--- src/rtl/parking_pkg.sv ---
// Shared types and constants for the parking gate arbiter and the occupancy counter.
package parking_pkg;

  typedef enum logic [1:0] {
    IDLE  = 2'd0,
    ENTER = 2'd1,
    EXIT  = 2'd2,
    CLEAR = 2'd3
  } gate_state_t;

  typedef enum logic {
    DIR_ENTER = 1'b0,
    DIR_EXIT  = 1'b1
  } dir_t;

  localparam int DEFAULT_CAPACITY = 16;
  localparam int COUNT_W          = 5;

  // Bits needed to hold (cycles-1); never narrower than one bit.
  function automatic int timer_width(input int cycles);
    return (cycles > 1) ? $clog2(cycles) : 1;
  endfunction

endpackage

--- src/rtl/parking_gate_arbiter_if.sv ---
// Gate arbiter bus: sensor requests and counter pulses in, grants and status out.
interface parking_gate_arbiter_if;
  import parking_pkg::*;

  // Requests are levels held while a car waits; car_in/car_out are single-cycle
  // pulses; grants are levels that stay high until released by the arbiter.
  logic               req_enter;
  logic               req_exit;
  logic               car_in;
  logic               car_out;
  logic [COUNT_W-1:0] count;
  logic               grant_enter;
  logic               grant_exit;
  logic               gate_open;
  logic               full;
  logic               timeout;
  gate_state_t        state;

  modport master (
    output req_enter, req_exit, car_in, car_out, count,
    input  grant_enter, grant_exit, gate_open, full, timeout, state
  );

  modport slave (
    input  req_enter, req_exit, car_in, car_out, count,
    output grant_enter, grant_exit, gate_open, full, timeout, state
  );

endinterface

--- src/rtl/gate_timer.sv ---
// Loadable down-counter; done is high while the count sits at zero (no wrap).
module gate_timer #(
  parameter int W = 3
) (
  input  logic         clk,
  input  logic         reset,
  input  logic         load,
  input  logic         en,
  input  logic [W-1:0] load_val,
  output logic         done
);

  logic [W-1:0] cnt;

  always_ff @(posedge clk) begin
    if (reset) begin
      cnt <= '0;
    end else if (load) begin
      cnt <= load_val;
    end else if (en && (cnt != '0)) begin
      cnt <= cnt - W'(1);
    end
  end

  assign done = (cnt == '0);

endmodule

--- src/rtl/parking_gate_arbiter.sv ---
// Single-lane gate arbiter: grants entry or exit, waits for pass/drop/timeout, then
// holds the gate closed for a clearance interval before arbitrating again.
module parking_gate_arbiter
  import parking_pkg::*;
#(
  parameter int CAPACITY     = DEFAULT_CAPACITY,
  parameter int TIMEOUT      = 8,
  parameter int CLEAR_CYCLES = 2
) (
  input  logic                 clk,
  input  logic                 reset,
  parking_gate_arbiter_if.slave bus
);

  localparam int GW = timer_width(TIMEOUT);
  localparam int CW = timer_width(CLEAR_CYCLES);
  localparam logic [GW-1:0] GRANT_LOAD = GW'(TIMEOUT - 1);
  localparam logic [CW-1:0] CLEAR_LOAD = CW'(CLEAR_CYCLES - 1);

  gate_state_t state, next_state;
  dir_t        last_grant, next_last;
  logic        timeout_q, timeout_next;
  logic        grant_load, clear_load;
  logic        grant_done, clear_done;
  logic        full, enter_ok, exit_ok;

  assign full     = int'(bus.count) >= CAPACITY;
  assign enter_ok = bus.req_enter & ~full;
  assign exit_ok  = bus.req_exit;

  always_ff @(posedge clk) begin
    if (reset) begin
      state      <= IDLE;
      last_grant <= DIR_EXIT;
      timeout_q  <= 1'b0;
    end else begin
      state      <= next_state;
      last_grant <= next_last;
      timeout_q  <= timeout_next;
    end
  end

  // Within a grant: pass pulse beats request drop, which beats the timer.
  always_comb begin
    next_state   = state;
    next_last    = last_grant;
    timeout_next = 1'b0;
    grant_load   = 1'b0;
    case (state)
      IDLE: begin
        if (enter_ok && (!exit_ok || last_grant == DIR_EXIT)) begin
          next_state = ENTER;
          next_last  = DIR_ENTER;
          grant_load = 1'b1;
        end else if (exit_ok) begin
          next_state = EXIT;
          next_last  = DIR_EXIT;
          grant_load = 1'b1;
        end
      end
      ENTER: begin
        if (bus.car_in || !bus.req_enter) begin
          next_state = CLEAR;
        end else if (grant_done) begin
          next_state   = CLEAR;
          timeout_next = 1'b1;
        end
      end
      EXIT: begin
        if (bus.car_out || !bus.req_exit) begin
          next_state = CLEAR;
        end else if (grant_done) begin
          next_state   = CLEAR;
          timeout_next = 1'b1;
        end
      end
      CLEAR: begin
        if (clear_done) next_state = IDLE;
      end
      default: next_state = IDLE;
    endcase
  end

  assign clear_load = (next_state == CLEAR) && (state != CLEAR);

  gate_timer #(.W(GW)) u_grant_timer (
    .clk      (clk),
    .reset    (reset),
    .load     (grant_load),
    .en       ((state == ENTER) || (state == EXIT)),
    .load_val (GRANT_LOAD),
    .done     (grant_done)
  );

  gate_timer #(.W(CW)) u_clear_timer (
    .clk      (clk),
    .reset    (reset),
    .load     (clear_load),
    .en       (state == CLEAR),
    .load_val (CLEAR_LOAD),
    .done     (clear_done)
  );

  assign bus.grant_enter = (state == ENTER);
  assign bus.grant_exit  = (state == EXIT);
  assign bus.gate_open   = (state == ENTER) || (state == EXIT);
  assign bus.full        = full;
  assign bus.timeout     = timeout_q;
  assign bus.state       = state;

endmodule

--- src/flat_wrapper.sv ---
// flat-port wrapper written by rule: the top's interface ports become plain ports
module parking_gate_arbiter_flat import parking_pkg::*;
#(
  parameter int CAPACITY     = DEFAULT_CAPACITY,
  parameter int TIMEOUT      = 8,
  parameter int CLEAR_CYCLES = 2
)
  (clk, reset, bus_req_enter, bus_req_exit, bus_car_in, bus_car_out, bus_count, bus_grant_enter, bus_grant_exit, bus_gate_open, bus_full, bus_timeout, bus_state);
  parking_gate_arbiter_if bus_i ();
  input  logic clk;
  input  logic reset;
  input wire logic [$bits(bus_i.req_enter)-1:0] bus_req_enter;
  input wire logic [$bits(bus_i.req_exit)-1:0] bus_req_exit;
  input wire logic [$bits(bus_i.car_in)-1:0] bus_car_in;
  input wire logic [$bits(bus_i.car_out)-1:0] bus_car_out;
  input wire logic [$bits(bus_i.count)-1:0] bus_count;
  output wire logic [$bits(bus_i.grant_enter)-1:0] bus_grant_enter;
  output wire logic [$bits(bus_i.grant_exit)-1:0] bus_grant_exit;
  output wire logic [$bits(bus_i.gate_open)-1:0] bus_gate_open;
  output wire logic [$bits(bus_i.full)-1:0] bus_full;
  output wire logic [$bits(bus_i.timeout)-1:0] bus_timeout;
  output wire logic [$bits(bus_i.state)-1:0] bus_state;
  assign bus_i.req_enter = bus_req_enter;
  assign bus_i.req_exit = bus_req_exit;
  assign bus_i.car_in = bus_car_in;
  assign bus_i.car_out = bus_car_out;
  assign bus_i.count = bus_count;
  assign bus_grant_enter = bus_i.grant_enter;
  assign bus_grant_exit = bus_i.grant_exit;
  assign bus_gate_open = bus_i.gate_open;
  assign bus_full = bus_i.full;
  assign bus_timeout = bus_i.timeout;
  assign bus_state = bus_i.state;
  parking_gate_arbiter #(.CAPACITY(CAPACITY), .TIMEOUT(TIMEOUT), .CLEAR_CYCLES(CLEAR_CYCLES)) u_core (.clk(clk), .reset(reset), .bus(bus_i));
endmodule
--- config.mk ---
export PLATFORM = sky130hd
export DESIGN_NAME = parking_gate_arbiter_flat
export DESIGN_NICKNAME = d
export VERILOG_FILES = /design/src/rtl/parking_pkg.sv /design/src/rtl/parking_gate_arbiter_if.sv /design/src/rtl/gate_timer.sv /design/src/rtl/parking_gate_arbiter.sv /design/src/flat_wrapper.sv
export SDC_FILE = /design/constraint.sdc
export NUM_CORES = 1
export LEC_CHECK = 0
export BUFFER_PORTS_ARGS = -buffer_cell sky130_fd_sc_hd__buf_4
export CORE_AREA = 10 10 47 49
export CTS_CLUSTER_SIZE = 24
export DETAILED_ROUTE_END_ITERATION = 6
export DIE_AREA = 0 0 57 59
export PLACE_DENSITY = 0.68
export SYNTH_ARGS = -nofsm -noshare
export SYNTH_HDL_FRONTEND = slang
export SYNTH_SLANG_ARGS = --single-unit
--- constraint.sdc ---
create_clock -name clk -period 1.74 [get_ports clk]
set_input_delay 0.261 -clock clk [delete_from_list [all_inputs] [get_ports clk]]
set_output_delay 0.261 -clock clk [all_outputs]
set_load 0.1 [all_outputs]
After elaboration in Yosys (flattened, before gate mapping)
Cells that the tools add are included.
- add/sub/neg operators: 2
- $lt $le $gt $ge: 1
- eq/ne operators: 5
- multiplexer cells: 20
- bitwise operators: 2
- reduce and logical (&&, ||, !) cells: 17
- operators by type and width (kind ; count):
    $mux 2 ; 6
    $mux 1 ; 10
    $pmux 2 s4 ; 1
    $eq 2x2->1 const B ; 3
    $mux 3 ; 2
    $reduce_bool 2->1 ; 3
    $ge 5x5->1 const B ; 1
    $logic_and 1x1->1 ; 4
    $logic_or 1x1->1 ; 4
    $logic_not 3->1 ; 1
    $reduce_bool 3->1 ; 1
    $sub 3x1->3 const B ; 1
    $eq 2x1->1 const B ; 1
    $logic_not 1->1 ; 2
    $logic_not 2->1 ; 1
    $ne 2x2->1 const B ; 1
    $pmux 1 s2 ; 1
    $reduce_and 2->1 ; 1
    $and 1x1->1 ; 1
    $not 1->1 ; 1
    $sub 1x1->1 const B ; 1
- bits in registers: 8
- input bits: 11

Longest topological paths before layout
Gate-level depths: netlist (run 1).
- word-level depth: 9
- mapped depth: 7
- mapped depth without buffers: 7

By module
From an unflattened synthesis (run 1), not the netlist that was laid out.
- cells, all modules: 62
- area total of the unflattened synthesis: 549.3 µm²
- by module, submodules not included (module ; instances ; cells each ; area an instance (µm²)):
    parking_gate_arbiter ; 1 ; 37 ; 319.1
    gate_timer (u_core.u_grant_timer) ; 1 ; 21 ; 182.7
    gate_timer (u_core.u_clear_timer) ; 1 ; 4 ; 47.5

Worst setup path after synthesis (run 1)
No wires, ideal clock.
- path type: register to register
- from: reg u_core.state[1] (netlist: u_core.bus.state[1])
- to: reg u_core.u_grant_timer.cnt[0]
- library setup time: 131 ps
- data arrival time: 2633 ps
- data required time: 1609 ps
- setup slack: -1023 ps
- cell stages (with the launch flop): 6
- path buffers: 0
- cell sequence: dfxtp_1 -> inv_1 -> ha_1 -> nand2_1 -> xnor2_1 -> a21oi_1
- longest elaborated chain between the ends: 4
- elaborated cells on any way between the ends: 8
- RTL lines (element ; RTL line ; source):
    start: declaration ; parking_gate_arbiter.sv:20 ; gate_state_t state, next_state;
    start signal: assignment ; parking_gate_arbiter.sv:37 ; state <= next_state;
    $eq 2x1->1 / $eq 2x2->1 (equally long branches) ; - ;
    $logic_or 1x1->1 * ; - ;
    via bus_gate_open ; flat_wrapper.sv:19 ; output wire logic [$bits(bus_i.gate_open)-1:0] bus_gate_open;
    $logic_and 1x1->1 * ; gate_timer.sv:20 ; end else if (en && (cnt != '0)) begin
    $reduce_bool 2->1 (no source line) * ; - ;
    end signal: assignment ; gate_timer.sv:19 ; cnt <= load_val;
    end signal: assignment ; gate_timer.sv:21 ; cnt <= cnt - W'(1);
    end: declaration ; gate_timer.sv:13 ; logic [W-1:0] cnt;
The timed path passes the listed nets; every way through them passes the cells marked *.
A chain may end at the register's enable or synchronous reset.

Final worst setup path (run 1)
- from: reg u_core.state[0] (netlist: u_core.bus.state[0])
- to: out bus_gate_open
- longest elaborated chain between the ends: 2
- elaborated cells on any way between the ends: 3
- RTL lines (element ; RTL line ; source):
    $eq 2x1->1 / $eq 2x2->1 (equally long branches) ; parking_gate_arbiter.sv:106 ; assign bus.gate_open = (state == ENTER) || (state == EXIT);
    $logic_or 1x1->1 * ; parking_gate_arbiter.sv:106 ;
    end: declaration ; flat_wrapper.sv:19 ;
Mark *: on every way between the ends. The rest lies on a longest branch, timed or not.

==> flow_summary.toml, run 1 <==
[synthesis]
synth_largest_area_cell = "dfxtp_1"
ys_seq_elements = 8
synthArstFlopShare_pct = 0
syn_area_um2 = 527
ys.flop_type = "dfxtp_1"
synth_top_area_share_pct = 30.4
postSynthAreaPerCell_um2 = 8.78
synth-warning-count = 0
ys_top_cells_by_area = "dfxtp_1 30%, ha_1 17%, a21oi_1 4.8%"
synth_cell_types = 27
synth_nets = 78
yosysSeqAreaShare_pct = 30.4
synth_cells = 60
synth_edf_count = 0

[placed_design]
dpl.cell_count = 87
place_congestion = 0.738
portBuffers = 13
place_area_um2 = 684
hpwl_um = 910

[route]
post_drt_wl_per_cell_um = 12.9
vias = 454
dr.pass1.iters = 4
avgViaCountPerCell = 4.99
drc = 0
ant_nets = 0
finalWirelength_um = 1170
drt_iter0_markers = 6

[critical_path]
critPathLaunchType = "register"
cp_max_fo = 7
path_cells = "inv_2, ha_4, buf_4"
cp_slowest_cell = "dfxtp_4"
crit_required_ns = 1.48
critPathCaptureType = "primary output"
worstSetupPathType = "register to primary output"
cpPeakStageDelay_ns = 0.40
worst_ep_arrival_time_ns = 1.33

[timing]
rsz0062_at_grt = "no"
min_period_over_period_pct = 91.5
hold_viol_final = 0
setup_violations = 0
min_period_ns = 1.59
tns_ns = 0
hold-worst-slack_ns = 0.225
slew_viol_final = 0
max_freq_mhz = 628
slew_headroom_pct = 75.1
clock_skew_ns = 0.00243
worstMarginPinSlew_ns = 0.369

[final_layout]
instances_no_fill = 91
layout_common_cells = "13 x buf_4, 6 x dfxtp_1, 5 x a21oi_1, 5 x nor2_1"
final_cell_area_um2 = 711
layout.area.seq_um2 = 168
layout.nets = 94
fill_cells = 140
multi_input_area_um2 = 374
drive_gt1_share_pct = 37.3
areaGrowthSynthToFinish_pct = 34.9
n_antenna_cell = 0
layout_commonest_cell = "buf_4"

[global_routing]
overflow = 0
grt_pass1_vias = 479
antenna_found_initial = 0
grt_pass1_wl_um = 2020
track_usage_pct = 7.50
grt_max_degree = 9

[clock_tree]
cts_made_buffers = 3
cts_resized = 0
clk_pin_slew_ns = 0.06
cts_tree = "done"
cts_sinks = 8
post_cts_buffers = 0
ctsHoldBuffers = 0
clockBufferDepth = 2
worstSkewPairLatency_ns = 0.25
cts_root_buf = "clkbuf_4"
cts_max_level = 1

[floorplan]
die_area_um2 = 3360
die_y_um = 59
core_um2 = 1400
fp-row-count = 14
io_pins = 18
die_w_um = 57
start_util_pct = 37.6

[run]
maxCapViolCount = 0

[min_path]
hp-class = "input pin to register"

[outcome]
status = "complete, no violations"
[critical path: cells and delay by family, from the launching register on]
| kind | cells | cell delay (ns) |
|---|---|---|
| DFF | 1 | 0.40 |
| buffers and inverters | 2 | 0.38 |
| adders and majority gates | 1 | 0.29 |
[sequential cells by signal (all words and copies together) (netlist names)]
signal,flops
u_core.last_grant,1
u_core.u_grant_timer.cnt,3
u_core.u_clear_timer.cnt,1
u_core.bus.timeout,1
u_core.bus.state,2
[cell type report]
cell class / instances / share of cell area (%)
clock buffers: 4 / 3.70
well taps: 16 / 2.82
repair buffers: 13 / 13.7
inverters: 6 / 3.52
multi-input cells: 44 / 52.6
flip-flops and latches: 8 / 23.6
[cell families (layout without fill, tap and decap cells)]
group | count (synthesis) | count (layout) | share of synthesized area (%)
buffers and inverters | 8 | 23 | 5.70
AO/OA/AOI/OAI | 17 | 17 | 23.5
AND/OR/NAND/NOR | 18 | 18 | 20.4
flip-flops | 8 | 8 | 30.4
XOR/XNOR | 2 | 2 | 3.33
adder cells (fa/ha/maj) | 7 | 7 | 16.6
[synth_stat cells, types with 2 or more instances]
master	number
a21oi_1	5
ha_1	7
nand3_1	3
dfxtp_1	8
a31oi_1	2
nor2_1	5
o2bb2ai_1	2
o21ai_0	2
nand2_1	3
inv_1	6
[metrics by stage]
stage / util (%) / worst slack, ns
after floorplan: - / 0.0216
after global placement: 48.8 / 0.225
after detailed placement: 48.8 / 0.203
after CTS: 50.7 / 0.143
after global routing: 50.7 / 0.0519
final: 50.7 / 0.149
[layer usage]
layer / GRT usage, % / share of wire [%]
met3: 5.15 / 9.1
met5: 0 / 0
met2: 13.0 / 46
met4: 1.01 / 0
met1: 7.43 / 45
[final timing paths]
| path | from | endpoint | slack (ns) | cells past startpoint |
|---|---|---|---|---|
| worst max-delay path | u_core.bus.state[0]$_SDFF_PP0_ | bus_gate_open | 0.15 | 3 |
| worst min-delay path | reset | u_core.bus.state[0]$_SDFF_PP0_ | 0.23 | 2 |
| worst max register to register | u_core.bus.state[0]$_SDFF_PP0_ | u_core.u_clear_timer.cnt$_SDFFE_PP0P_ | 0.19 | 7 |
| worst min register to register | u_core.u_clear_timer.cnt$_SDFFE_PP0P_ | u_core.u_clear_timer.cnt$_SDFFE_PP0P_ | 0.50 | 1 |
Power of run 1 is not shown: default switching activity piles up to over one toggle a cycle in this logic, so the estimate is an artifact.
==> run 2: changes to the inputs <==
- CTS_BUF_LIST: default -> sky130_fd_sc_hd__clkbuf_16
==> flow_summary.toml, run 2 (synthesis gave the netlist of run 1 again) <==
[final_layout]
largest_reg_flops = 3
layout.nets = 94
drive_gt1_share_pct = 37.3
areaGrowthSynthToFinish_pct = 44.9
fill_cells = 128
layout_common_cells = "13 x buf_4, 6 x dfxtp_1, 5 x inv_1, 5 x a21oi_1, 5 x nor2_1"
multi_input_area_um2 = 374
reg.largest.list = "u_core.u_grant_timer.cnt x3, u_core.bus.state x2"
regMostFlops = "u_core.u_grant_timer.cnt"
n_antenna_cell = 0
layout.area.seq_um2 = 168
layout_commonest_cell = "buf_4"

[critical_path]
critPathCaptureType = "primary output"
cp_slowest_cell = "dfxtp_4"
path_depth = 3
worst-path-buf-inv = 2
cpPeakStageDelay_ns = 0.39
critPathLaunchType = "register"
path_cells = "inv_2, ha_4, buf_4"
reg2reg_depth = 7
worstSetupPathType = "register to primary output"
worst_ep_arrival_time_ns = 1.30
cp_max_fo = 7
crit_required_ns = 1.48
cp_top_family = "flip-flops"

[clock_tree]
clk_pin_slew_ns = 0.04
cts_max_level = 1
cts_made_buffers = 3
ctsHoldBuffers = 0
cts_root_buf = "clkbuf_16"
cts_tree = "done"
post_cts_buffers = 0
cts_sinks = 8
clockBufferDepth = 2
cts_resized = 0
worstSkewPairLatency_ns = 0.23

[timing]
slew_headroom_pct = 74.8
max_freq_mhz = 642
hold_viol_final = 0
clock_skew_ns = 0.00203
rsz0062_at_grt = "no"
tns_ns = 0
worstMarginPinSlew_ns = 0.375
slew_viol_final = 0
min_period_ns = 1.56
setup_violations = 0
min_period_over_period_pct = 89.5

[route]
post_drt_wl_per_cell_um = 13.0
drt_iter0_markers = 6
finalWirelength_um = 1180
avgViaCountPerCell = 5.13
met3_length_um = 132
vias = 467
drc = 0
ant_nets = 0
wl_met1_um = 483
dr.pass1.iters = 4
routed.top_layer = "met4"
met2_length_um = 558

[outcome]
status = "complete, no violations"

[placed_design]
portBuffers = 13
hpwl_um = 910
place_congestion = 0.738

[run]
maxCapViolCount = 0

[global_routing]
grt_pass1_vias = 498
grt_max_degree = 9
antenna_found_initial = 0
grt_pass1_wl_um = 2080
track_usage_pct = 7.67
overflow = 0

[floorplan]
core_um2 = 1400
fp-row-count = 14
die_y_um = 59
die_w_um = 57
start_util_pct = 37.6
die_area_um2 = 3360
io_pins = 18

[min_path]
hold-path-cell-count = 2
hp-class = "input pin to register"
[run 2: final cells by class]
type                            count  area share [%]
Tap cell                           16            2.62
Clock inverter                      1           0.492
Sequential cell                     8            22.0
Clock buffer                        3            9.84
Inverter                            6            3.28
Timing Repair Buffer               13            12.8
Multi-Input combinational cell     44            49.0
[run 2: path summary, 6_finish.rpt]
kind | from | endpoint | slack [ns]
worst max-delay path | u_core.bus.state[0]$_SDFF_PP0_ | bus_gate_open | 0.18
worst min-delay path | reset | u_core.bus.state[0]$_SDFF_PP0_ | 0.25
worst max register to register | u_core.bus.state[0]$_SDFF_PP0_ | u_core.u_clear_timer.cnt$_SDFFE_PP0P_ | 0.21
worst min register to register | u_core.u_clear_timer.cnt$_SDFFE_PP0P_ | u_core.u_clear_timer.cnt$_SDFFE_PP0P_ | 0.49
[run 2: routing by layer]
layer	GRT usage (%)	vias to the layer above
li1	-	239
met1	7.66	206
met2	13.0	20
met3	5.36	2
met4	1.34	0
met5	0	-
[run 2: stage by stage]
| stage | std cells | cell area, um^2 | setup WS (ns) | hold slack, ns | utilization [%] |
|---|---|---|---|---|---|
| 3_5_place_dp | 87 | 684 | 0.203 | 0.485 | 48.8 |
| 3_3_place_gp | 87 | 684 | 0.225 | 0.473 | 48.8 |
| 6_report | 91 | 763 | 0.183 | 0.249 | 54.5 |
| 4_1_cts | 91 | 763 | 0.179 | 0.249 | 54.5 |
| 2_1_floorplan | 60 | 574 | 0.0216 | 0.461 | - |
| 5_1_grt | 91 | 763 | 0.0549 | 0.256 | 54.5 |
Power of run 2 is left out for the same reason.
